--- src/rtl/ocl_axil_pkg.sv ---
// Shared types and constants for the OCL AXI4-Lite initiator and its bench.
package ocl_axil_pkg;

    typedef enum logic [2:0] {
        ST_IDLE,
        ST_WR,
        ST_WR_B,
        ST_RD_A,
        ST_RD_R,
        ST_RSP
    } axil_state_e;

    localparam logic [1:0] AXI_OKAY   = 2'b00;
    localparam logic [1:0] AXI_SLVERR = 2'b10;

    typedef struct packed {
        logic        write;
        logic [31:0] addr;
        logic [31:0] wdata;
        logic [3:0]  wstrb;
    } axil_cmd_t;

    typedef struct packed {
        logic [31:0] rdata;
        logic [1:0]  resp;
        logic        timeout;
    } axil_rsp_t;

endpackage

--- src/rtl/ocl_axil_timer.sv ---
// Clearable/loadable up-counter with a >= terminal-count flag, optionally saturating.
module ocl_axil_timer #(
    parameter int unsigned CNT_W    = 16,
    parameter bit          SATURATE = 1'b0
) (
    input  logic             clk_main_a0,
    input  logic             rst_main_n,
    input  logic             clr,
    input  logic             load,
    input  logic [CNT_W-1:0] load_val,
    input  logic             en,
    input  logic [1:0]       step,
    input  logic [CNT_W-1:0] tc_val,
    output logic [CNT_W-1:0] cnt,
    output logic             tc
);

    logic [CNT_W:0]   sum;
    logic [CNT_W-1:0] cnt_nxt;

    always_comb begin
        sum     = {1'b0, cnt} + {{(CNT_W-1){1'b0}}, step};
        cnt_nxt = (SATURATE && sum[CNT_W]) ? '1 : sum[CNT_W-1:0];
    end

    assign tc = (cnt >= tc_val);

    always_ff @(posedge clk_main_a0 or negedge rst_main_n) begin
        if (!rst_main_n) begin
            cnt <= '0;
        end else if (clr) begin
            cnt <= '0;
        end else if (load) begin
            cnt <= load_val;
        end else if (en) begin
            cnt <= cnt_nxt;
        end
    end

endmodule

--- src/rtl/ocl_axil_master.sv ---
// Single-outstanding AXI4-Lite initiator: valid/ready command stream in,
// one response per command out, with per-transaction timeout and stray-beat drain.
module ocl_axil_master
    import ocl_axil_pkg::*;
#(
    parameter int unsigned ADDR_W         = 32,
    parameter int unsigned TIMEOUT_CYCLES = 1024,
    parameter int unsigned CNT_W          = 16
) (
    input  logic              clk_main_a0,
    input  logic              rst_main_n,
    input  logic              cmd_valid,
    output logic              cmd_ready,
    input  logic              cmd_write,
    input  logic [ADDR_W-1:0] cmd_addr,
    input  logic [31:0]       cmd_wdata,
    input  logic [3:0]        cmd_wstrb,
    output logic              rsp_valid,
    input  logic              rsp_ready,
    output logic [31:0]       rsp_rdata,
    output logic [1:0]        rsp_resp,
    output logic              rsp_timeout,
    output logic              m_awvalid,
    input  logic              m_awready,
    output logic [ADDR_W-1:0] m_awaddr,
    output logic              m_wvalid,
    input  logic              m_wready,
    output logic [31:0]       m_wdata,
    output logic [3:0]        m_wstrb,
    input  logic              m_bvalid,
    output logic              m_bready,
    input  logic [1:0]        m_bresp,
    output logic              m_arvalid,
    input  logic              m_arready,
    output logic [ADDR_W-1:0] m_araddr,
    input  logic              m_rvalid,
    output logic              m_rready,
    input  logic [31:0]       m_rdata,
    input  logic [1:0]        m_rresp,
    output logic [CNT_W-1:0]  stray_cnt
);

    localparam bit TO_EN = (TIMEOUT_CYCLES != 0);
    localparam logic [CNT_W-1:0] TO_LAST = CNT_W'((TIMEOUT_CYCLES == 0) ? 0 : TIMEOUT_CYCLES - 1);

    axil_state_e       state_q, state_d;
    logic              run_q;
    logic [ADDR_W-1:0] addr_q;
    logic [31:0]       wdata_q;
    logic [3:0]        wstrb_q;
    logic              aw_done_q, w_done_q;
    axil_rsp_t         rsp_q;

    logic             idle_live, accept, busy;
    logic             aw_hs, w_hs, aw_fin, w_fin;
    logic             to_tc, to_hit;
    logic             cap_b, cap_r, cap_to;
    logic [CNT_W-1:0] to_cnt;
    logic [1:0]       stray_step;
    logic             stray_full;

    // run_q keeps cmd_ready and the drain readies low while reset is held
    assign idle_live = (state_q == ST_IDLE) && run_q;
    assign accept    = idle_live && cmd_valid;
    assign busy      = (state_q == ST_WR) || (state_q == ST_WR_B) ||
                       (state_q == ST_RD_A) || (state_q == ST_RD_R);

    assign cmd_ready   = idle_live;
    assign m_awvalid   = (state_q == ST_WR) && !aw_done_q;
    assign m_wvalid    = (state_q == ST_WR) && !w_done_q;
    assign m_arvalid   = (state_q == ST_RD_A);
    assign m_bready    = idle_live || (state_q == ST_WR_B);
    assign m_rready    = idle_live || (state_q == ST_RD_R);
    assign m_awaddr    = addr_q;
    assign m_araddr    = addr_q;
    assign m_wdata     = wdata_q;
    assign m_wstrb     = wstrb_q;
    assign rsp_valid   = (state_q == ST_RSP);
    assign rsp_rdata   = rsp_q.rdata;
    assign rsp_resp    = rsp_q.resp;
    assign rsp_timeout = rsp_q.timeout;

    assign aw_hs  = m_awvalid && m_awready;
    assign w_hs   = m_wvalid && m_wready;
    assign aw_fin = aw_done_q || aw_hs;
    assign w_fin  = w_done_q || w_hs;
    assign to_hit = TO_EN && to_tc;

    // a completing handshake is checked before the timeout so it always wins
    always_comb begin
        state_d = state_q;
        cap_b   = 1'b0;
        cap_r   = 1'b0;
        cap_to  = 1'b0;
        case (state_q)
            ST_IDLE: if (accept) state_d = cmd_write ? ST_WR : ST_RD_A;
            ST_WR: begin
                if (aw_fin && w_fin) state_d = ST_WR_B;
                else if (to_hit) begin state_d = ST_RSP; cap_to = 1'b1; end
            end
            ST_WR_B: begin
                if (m_bvalid) begin state_d = ST_RSP; cap_b = 1'b1; end
                else if (to_hit) begin state_d = ST_RSP; cap_to = 1'b1; end
            end
            ST_RD_A: begin
                if (m_arready) state_d = ST_RD_R;
                else if (to_hit) begin state_d = ST_RSP; cap_to = 1'b1; end
            end
            ST_RD_R: begin
                if (m_rvalid) begin state_d = ST_RSP; cap_r = 1'b1; end
                else if (to_hit) begin state_d = ST_RSP; cap_to = 1'b1; end
            end
            ST_RSP:  if (rsp_ready) state_d = ST_IDLE;
            default: state_d = ST_IDLE;
        endcase
    end

    always_ff @(posedge clk_main_a0 or negedge rst_main_n) begin
        if (!rst_main_n) begin
            state_q   <= ST_IDLE;
            run_q     <= 1'b0;
            addr_q    <= '0;
            wdata_q   <= '0;
            wstrb_q   <= '0;
            aw_done_q <= 1'b0;
            w_done_q  <= 1'b0;
            rsp_q     <= '0;
        end else begin
            state_q <= state_d;
            run_q   <= 1'b1;
            if (accept) begin
                addr_q    <= cmd_addr;
                wdata_q   <= cmd_wdata;
                wstrb_q   <= cmd_wstrb;
                aw_done_q <= 1'b0;
                w_done_q  <= 1'b0;
            end else begin
                if (aw_hs) aw_done_q <= 1'b1;
                if (w_hs)  w_done_q  <= 1'b1;
            end
            if (cap_b) begin
                rsp_q.rdata   <= '0;
                rsp_q.resp    <= m_bresp;
                rsp_q.timeout <= 1'b0;
            end else if (cap_r) begin
                rsp_q.rdata   <= m_rdata;
                rsp_q.resp    <= m_rresp;
                rsp_q.timeout <= 1'b0;
            end else if (cap_to) begin
                rsp_q.rdata   <= '0;
                rsp_q.resp    <= AXI_SLVERR;
                rsp_q.timeout <= 1'b1;
            end
        end
    end

    // timer freezes at terminal count so a late handshake still sees tc next state
    ocl_axil_timer #(
        .CNT_W    (CNT_W),
        .SATURATE (1'b0)
    ) u_to_timer (
        .clk_main_a0 (clk_main_a0),
        .rst_main_n  (rst_main_n),
        .clr         (accept),
        .load        (1'b0),
        .load_val    ('0),
        .en          (busy && !to_tc),
        .step        (2'd1),
        .tc_val      (TO_LAST),
        .cnt         (to_cnt),
        .tc          (to_tc)
    );

    assert property (@(posedge clk_main_a0) disable iff (!rst_main_n)
        !TO_EN || (to_cnt <= TO_LAST));

    assign stray_step = idle_live ? ({1'b0, m_bvalid} + {1'b0, m_rvalid}) : 2'd0;

    ocl_axil_timer #(
        .CNT_W    (CNT_W),
        .SATURATE (1'b1)
    ) u_stray_cnt (
        .clk_main_a0 (clk_main_a0),
        .rst_main_n  (rst_main_n),
        .clr         (1'b0),
        .load        (1'b0),
        .load_val    ('0),
        .en          (!stray_full),
        .step        (stray_step),
        .tc_val      ('1),
        .cnt         (stray_cnt),
        .tc          (stray_full)
    );

endmodule

--- config.mk ---
export PLATFORM = sky130hd
export DESIGN_NAME = ocl_axil_master
export DESIGN_NICKNAME = d
export VERILOG_FILES = /design/src/rtl/ocl_axil_pkg.sv /design/src/rtl/ocl_axil_timer.sv /design/src/rtl/ocl_axil_master.sv
export SDC_FILE = /design/constraint.sdc
export NUM_CORES = 1
export LEC_CHECK = 0
export CORE_ASPECT_RATIO = 1.4
export CORE_MARGIN = 2
export CORE_UTILIZATION = 47
export DETAILED_ROUTE_END_ITERATION = 8
export HOLD_SLACK_MARGIN = 0.08
export PLACE_DENSITY = 0.84
export SYNTH_ARGS = -nofsm -noshare
export SYNTH_HDL_FRONTEND = slang
export SYNTH_SLANG_ARGS = --single-unit
--- constraint.sdc ---
create_clock -name clk_main_a0 -period 6.75 [get_ports clk_main_a0]
set_input_delay 1.35 -clock clk_main_a0 [delete_from_list [all_inputs] [get_ports clk_main_a0]]
set_output_delay 1.35 -clock clk_main_a0 [all_outputs]
set_load 0.03 [all_outputs]
==> impl_results.md, run 1 <==
- Synth warn: 0
- Netlist Area Pre-Place: 0.00660 mm^2
- Vias in the first global route: 5,803
- Worst path most repeated cell: ha_1
- Final Cycle Share: a little over half
- Num CTS Buffers: 17
- Clk sinks: ~140
- Count of final hold-check violations: 0
- Starting DRT DRC Count: about 230
- Compound-Gate Fraction of Synth Area: between 10 and 15%
- Synth Register Bits: ~140
- Final worst setup slack: 3.10 ns
- Placed cell area: a little over 0.009 mm^2
- Worst skew pair latency: ~0.4 ns
- Resize count post-CTS: 0
- Clock slew seen by the registers of the worst setup and hold paths: ~0.06 ns
- Worst slack, placed: ~2.7 ns
- Crit-path cells: clkdlybuf4s50_1, ha_1, and2_1, ha_1, inv_1, fa_1, nor4_1, a21oi_1, a31oi_1
- Cell area after layout: between 0.009 and 0.01 mm^2
- CP Capture Type: flip-flop
- Max FO, Critical Path: 7
- CTS Hold Bufs: 0
- First-pass GRT wire length: 28,700 um
- CTS Buffer Depth: 2
- Post-synth ARST share: 100%
- Drt first pass iters: 6
- Worst clock skew: ~0.012 ns
- Die ar.: 0.0150 mm^2
- H-tree depth: 4
- DIE HEIGHT: about 140 um
- GRT overflow: 0
- Critical path depth in cells: 9
- Area grow syn2layout: 47.9%
- Root Driver: clkbuf_16
- Slowest cell on the critical path: nor4_1
- Pwr Density: between 400 and 500 mW/mm^2
- Mean Syn Cell Area: 9.27 um^2
- Total Routed Length: between 15,000 and 20,000 um
- TritonCTS clock tree: built
- Synth Flop Type: dfrtp_1
- Netlist cell types: just over 60
- Synth Instances: around 700
- Global placement routability congestion: roughly 0.90
- Core area: between 0.01 and 0.015 mm^2
- Vias per inst: 5.09
- Fin. max-slew vios: 0
- Finish-stage setup viols: 0
- Initial Utilization: 47.7%
- Largest family of logic cells by synthesized area: simple AND/OR/NAND/NOR gates
- Synth Area in Adders: under 10%
- # Max-Cap Violations: 0
- DR vias: 5,801
- Port Buf Inserts: 271
- Max-slew headroom: a little over two fifths
- Detailed-placement wirelength estimate: 12,600 um
- Postcts setup bufs: 0
- Critical Path Max Stage Delay: between 0.6 and 0.7 ns
- Worst-case reg-to-reg path depth: 8
- Family with the most delay on the worst path: adder cells
- DR WL/cell: ~16 um
- WP data required: slightly above 7 ns
- Worst slew pin tran: between 0.8 and 0.9 ns
- Worst path bufs/invs: 2
- CP Class: input port to flip-flop
- Mux contribution to synthesized area: between 1.5 and 2%
- Antenna violations before repair: 0
- Fmax: roughly 270 MHz
- Largest net degree at the start of global routing: 88
- Num rows: 51
- Peak supply drop: roughly 0.00028 V
- Seq/Total Area, Yosys: a little over half
- Worst Setup Start Kind: input port
- Hold path depth: 2
- Syn Nets: 831
- Share of layout cells above drive strength 1: 8.60%
- Arr. time, crit path: ~4.0 ns
- Total Power: between 4 and 5 mW
- IO Count: around 270
- RSZ-0062 raised after global routing: false
- Tmin final: about 3.6 ns
- Die Wd: between 100 and 150 um
- Leakage: roughly 4.4 nW
- GRT Overall Usage: 23.9%
- Synth Area in XOR/XNOR: 0%
- Final nets: around 1.1k
- Hold Path Class: flip-flop to flip-flop
- Number of flops mapped to enable cells by yosys: 0
- Routed Antenna Nets: 0
- Drt drc: 0
- Setup tns final: 0 ns
- Status: finished clean
- Synth Area in Simple Gates: about a quarter
-- per-layer routing --
layer  vias to the layer above  global-route usage (%)  routed length (um)
met2                       209                    41.7                9190
met5                         -                       0                   0
met1                      2778                    27.7                6910
met3                        31                    7.30                1320
met4                         0                    9.32                 486
li1                       2783                       -                   -
-- kinds of logic after synthesis --
family          after synthesis
other cells                   1
flops                       141
simple gates                386
fa+ha+maj                     5
buf+inv                      77
compound gates               92
mux                          10
-- sequential cells by signal, indices dropped and copies added (netlist names) --
signal           cells
w_done_q             1
rsp_resp             2
run_q                1
rsp_timeout          1
rsp_rdata           32
m_araddr            32
m_wstrb              4
m_wdata             32
u_stray_cnt.cnt     16
u_to_timer.cnt      16
aw_done_q            1
state_q              3
-- path summary, 6_finish.rpt --
path | from | to | slack, ns
hold / removal | m_wdata[28] | m_wdata[28] | 0.47
setup reg to reg | state_q[0] | u_stray_cnt.cnt[11] | 3.60
hold reg to reg | m_wdata[28] | m_wdata[28] | 0.47
setup / recovery | m_rvalid | u_stray_cnt.cnt[11] | 3.10
min in group asynchronous | rst_main_n | u_stray_cnt.cnt[7] | 0.98
max in group asynchronous | rst_main_n | m_wdata[24] | 4.52
-- report_power, final --
group	internal [mW]	switching (mW)
Clock	0.571	0.400
Sequential	1.17	0.261
Combinational	0.960	1.39
-- worst register-to-register path, delay by kind of cell, from the launching register on --
| kind | cells | cell delay, ns |
|---|---|---|
| AO/OA/AOI/OAI | 2 | 0.37 |
| adder cells (fa/ha/maj) | 2 | 0.63 |
| buffers and inverters | 1 | 0.06 |
| flip-flops | 1 | 0.64 |
| AND/OR/NAND/NOR | 3 | 1.37 |
-- cell usage after synthesis, types with 3 or more instances --
| cell type | n | area (um^2) |
|---|---|---|
| a21oi_1 | 19 | 95.1 |
| a31oi_1 | 6 | 37.5 |
| and2_1 | 12 | 75.1 |
| and3_1 | 5 | 31.3 |
| and4_1 | 4 | 35.0 |
| buf_2 | 7 | 35.0 |
| buf_4 | 38 | 285 |
| buf_6 | 5 | 56.3 |
| clkbuf_1 | 18 | 67.6 |
| dfrtp_1 | 141 | 3530 |
| ha_1 | 4 | 50.1 |
| inv_1 | 9 | 33.8 |
| mux2i_1 | 8 | 80.1 |
| nand2_1 | 294 | 1100 |
| nand2b_1 | 5 | 31.3 |
| nand3_1 | 10 | 50.1 |
| nand4_1 | 11 | 68.8 |
| nor2_1 | 15 | 56.3 |
| nor3_1 | 3 | 15.0 |
| nor3b_1 | 3 | 22.5 |
| o21ai_0 | 5 | 25.0 |
| o21ai_1 | 6 | 30.0 |
| o21ai_2 | 28 | 245 |
| o22a_1 | 5 | 43.8 |
| o31ai_1 | 4 | 30.0 |
| or3_1 | 4 | 25.0 |
| or4_1 | 3 | 22.5 |
-- cell type report --
cell class / count / area (um^2)
diodes: 1 / 2.50
clock buffers: 18 / 439
clock inverters: 14 / 173
fillers: 1075 / 4080
inverters: 9 / 33.8
multi-input cells: 494 / 2600
flip-flops and latches: 141 / 3530
well taps: 185 / 231
repair buffers: 277 / 2760
-- stage by stage --
stage	hold WS, ns	utilization (%)	std cells
2_1_floorplan	0.466	-	712
3_3_place_gp	0.457	66.1	1106
3_5_place_dp	0.461	66.1	1106
4_1_cts	0.478	70.5	1138
5_1_grt	0.498	70.5	1138
6_report	0.473	70.5	1139
-- placed cells by master, fill, tap and decap left out, types with 4 or more instances in the layout --
cell,Yosys,layout
a21oi_1,19,19
clkdlybuf4s50_1,0,270
buf_4,38,6
dfrtp_1,141,141
o22a_1,5,5
o31ai_1,4,4
ha_1,4,4
nand4_1,11,11
and2_1,12,11
inv_1,9,9
and3_1,5,5
nand3_1,10,10
clkbuf_16,0,17
o21ai_1,6,6
nand2_1,294,293
nor2_1,15,15
and4_1,4,4
o21ai_0,5,5
inv_6,0,5
inv_8,0,4
or3_1,4,4
mux2i_1,8,8
a31oi_1,6,6
nand2b_1,5,5
o21ai_2,28,28
Power figures use the tool's default switching activity.
==> run 2, diff against run 1 <==
- CORE_UTILIZATION: 47 -> 43
- PLACE_DENSITY: 0.84 -> 0.77
- clock period: 6.75 -> 3.7 ns (I/O delays scaled with it)
==> run 2 against run 1 <==
Flip-flop and latch count did not move. Largest power group unchanged. Clock power grew 85%. Critical path type is now flip-flop to output pin. First-iteration DRC count grew 61%. Worst setup slack worse by 2.4 ns. Sequential power rose by 80%. Routed wire length is 0.24% lower. Power increased by 83%. Cell count grew 0.79%. Register-to-register slack worse by 2.7 ns. Global-route usage down 1.8 points.
==> impl_results.md, run 2 (same netlist as run 1, synthesis figures left out) <==
- Status: finished clean (unchanged)
- Sequential share of power: 29.6% (was 30.1%)
- M1 wire length: 7080 um (was 6910 um)
- Root Driver: clkbuf_16 (unchanged)
- CP Capture Type: output pin (was flip-flop)
- Postcts setup bufs: 0 (unchanged)
- TritonCTS clock tree: built (unchanged)
- Drt drc: 0 (unchanged)
- DR vias: 5,765 (was 5,801)
- Sw frac: 41.9% (was 43.1%)
- Peak supply drop: 0.000487 V (was 0.000280 V)
- Port Buf Inserts: 271 (unchanged)
- IO Count: 272 (unchanged)
- GRT overflow: 0 (unchanged)
- GRT Overall Usage: 22.0% (was 23.9%)
- Resize count post-CTS: 0 (unchanged)
- DR WL/cell: 15.6 um (was 15.7 um)
- Final worst setup slack: 0.711 ns (was 3.10 ns)
- Drt first pass iters: 5 (was 6)
- RSZ-0062 raised after global routing: false (unchanged)
- WP data required: 2.96 ns (was 7.08 ns)
- Largest net degree at the start of global routing: 82 (was 88)
- Pint: 5.06 mW (was 2.70 mW)
- Count of final hold-check violations: 0 (unchanged)
- Num CTS Buffers: 17 (unchanged)
- Starting DRT DRC Count: 377 (was 234)
- Worst slew pin tran: 0.789 ns (was 0.860 ns)
- Clock slew seen by the registers of the worst setup and hold paths: 0.06 ns (about the same)
- Worst clock skew: 0.0104 ns (was 0.0122 ns)
- First-pass GRT wire length: 28,300 um (was 28,700 um)
- Wire length on met3: 886 um (was 1320 um)
- Routed Antenna Nets: 0 (unchanged)
- Worst slack, placed: 0.515 ns (was 2.75 ns)
- H-tree depth: 4 (unchanged)
- Worst Setup Start Kind: flip-flop (was input port)
- Die ar.: 0.0164 mm^2 (was 0.0150 mm^2)
- Max Used Layer: met4 (unchanged)
- Core area: 0.0150 mm^2 (was 0.0138 mm^2)
- Share of layout cells above drive strength 1: 8.79% (was 8.60%)
- Vias in the first global route: 5,644 (was 5,803)
- Clk sinks: 141 (unchanged)
- Final Cycle Share: around four fifths
- Sw power: 3.65 mW (was 2.05 mW)
- Hold Path Class: input port to async pin (was flip-flop to flip-flop)
- Worst skew pair latency: 0.41 ns (about the same)
- Clock Power Share: 20.7% (was 20.5%)
- Leakage: 4.48 nW (was 4.44 nW)
- Arr. time, crit path: 2.25 ns (was 3.98 ns)
- Area grow syn2layout: 49.2% (was 47.9%)
- Fmax: 335 MHz
- Commonest cells after routing, fill and taps aside: 293 x nand2_1, 270 x clkdlybuf4s50_1, 141 x dfrtp_1, 28 x o21ai_2, 19 x a21oi_1 (unchanged)
- CP Class: flip-flop to output pin (was input port to flip-flop)
- Tmin final: ~3 ns
- Final nets: 1,063 (was 1,059)
- Met2 routed wirelength: 9540 um (was 9190 um)
- Flop-to-flop setup slack: 0.94 ns (was 3.60 ns)
- Global placement routability congestion: 0.827 (was 0.895)
- Antenna violations before repair: 0 (unchanged)
- Initial Utilization: 44.0% (was 47.7%)
- Most common cell after layout, fill and taps aside: nand2_1 (unchanged)
- Finish-stage setup viols: 0 (unchanged)
- Vias per inst: 5.02 (was 5.09)
- Detailed-placement wirelength estimate: 12,700 um (was 12,600 um)
- Setup tns final: 0 ns (unchanged)
- Total Routed Length: 17,900 um (about the same)
- DIE HEIGHT: 151 um (was 144 um)
- Num rows: 53 (was 51)
- Max FO, Critical Path: 15 (was 7)
- # Max-Cap Violations: 0 (unchanged)
- Max-slew headroom: 47.4% (was 42.7%)
- Fin. max-slew vios: 0 (unchanged)
- CTS Buffer Depth: 2 (unchanged)
- CTS Hold Bufs: 0 (unchanged)
- N_diodes: 0 (was 1)
- Pwr Density: 884 mW/mm^2 (was 486 mW/mm^2)
- Die Wd: 109 um (was 104 um)
- Combinational Power Share: 49.7% (was 49.5%)
run 2: cell count changes in the layout (fill, tap and decap cells not counted), moves of 2 or more:
cell | previous run | this run
clkinv_2 | 0 | 3
inv_6 | 5 | 0
buf_12 | 0 | 3
inv_8 | 4 | 0
bufinv_16 | 2 | 4
run 2: cell type report:
class                   count  area (um^2)
inverters                   9         33.8
flip-flops and latches    141         3530
repair buffers            281         2830
clock inverters            11          166
well taps                 192          240
clock buffers              20          457
multi-input cells         494         2600
fillers                  1266         5140
run 2: worst max-delay path: stages, from the launching register on:
cell	delay [ns]
dfrtp_1	0.66
nor2b_1	0.35
and2_1	0.17
clkdlybuf4s50_1	0.66
run 2: per-layer routing:
metal / up-vias / track usage (%)
met5: - / 0
met4: 0 / 8.27
met3: 26 / 5.37
met2: 186 / 37.8
met1: 2761 / 26.6
li1: 2792 / -
run 2: power by group through the flow:
stage | Clock [mW] | Combinational [mW] | Sequential, mW
6_report | 1.80 | 4.32 | 2.58
5_1_grt | 1.92 | 4.62 | 2.66
4_1_cts | 1.85 | 4.37 | 2.58
3_5_place_dp | 0 | 4.35 | 2.59
3_3_place_gp | 0 | 4.30 | 2.58
2_1_floorplan | 0 | 1.70 | 3.56
run 2: through the flow:
step           util, %  cell area (um^2)  total power, mW  hold WS (ns)  std cells
2_1_floorplan        -              6600             5.26         0.444        712
3_3_place_gp      61.6              9230             6.87         0.457       1117
3_5_place_dp      61.6              9230             6.94         0.462       1117
4_1_cts           65.7              9850             8.80         0.404       1148
5_1_grt           65.7              9850             9.20         0.425       1148
6_report          65.7              9850             8.70         0.365       1148
run 2: worst paths after layout:
| path | startpoint | end | depth (start not counted) |
|---|---|---|---|
| setup reg to reg | state_q[1] | u_stray_cnt.cnt[14] | 8 |
| min in group clk_main_a0 | m_wdata[30] | m_wdata[30] | 2 |
| max in group asynchronous | rst_main_n | m_araddr[18] | 2 |
| hold reg to reg | m_wdata[30] | m_wdata[30] | 2 |
| hold / removal | rst_main_n | m_araddr[10] | 1 |
| setup / recovery | state_q[1] | m_arvalid | 3 |
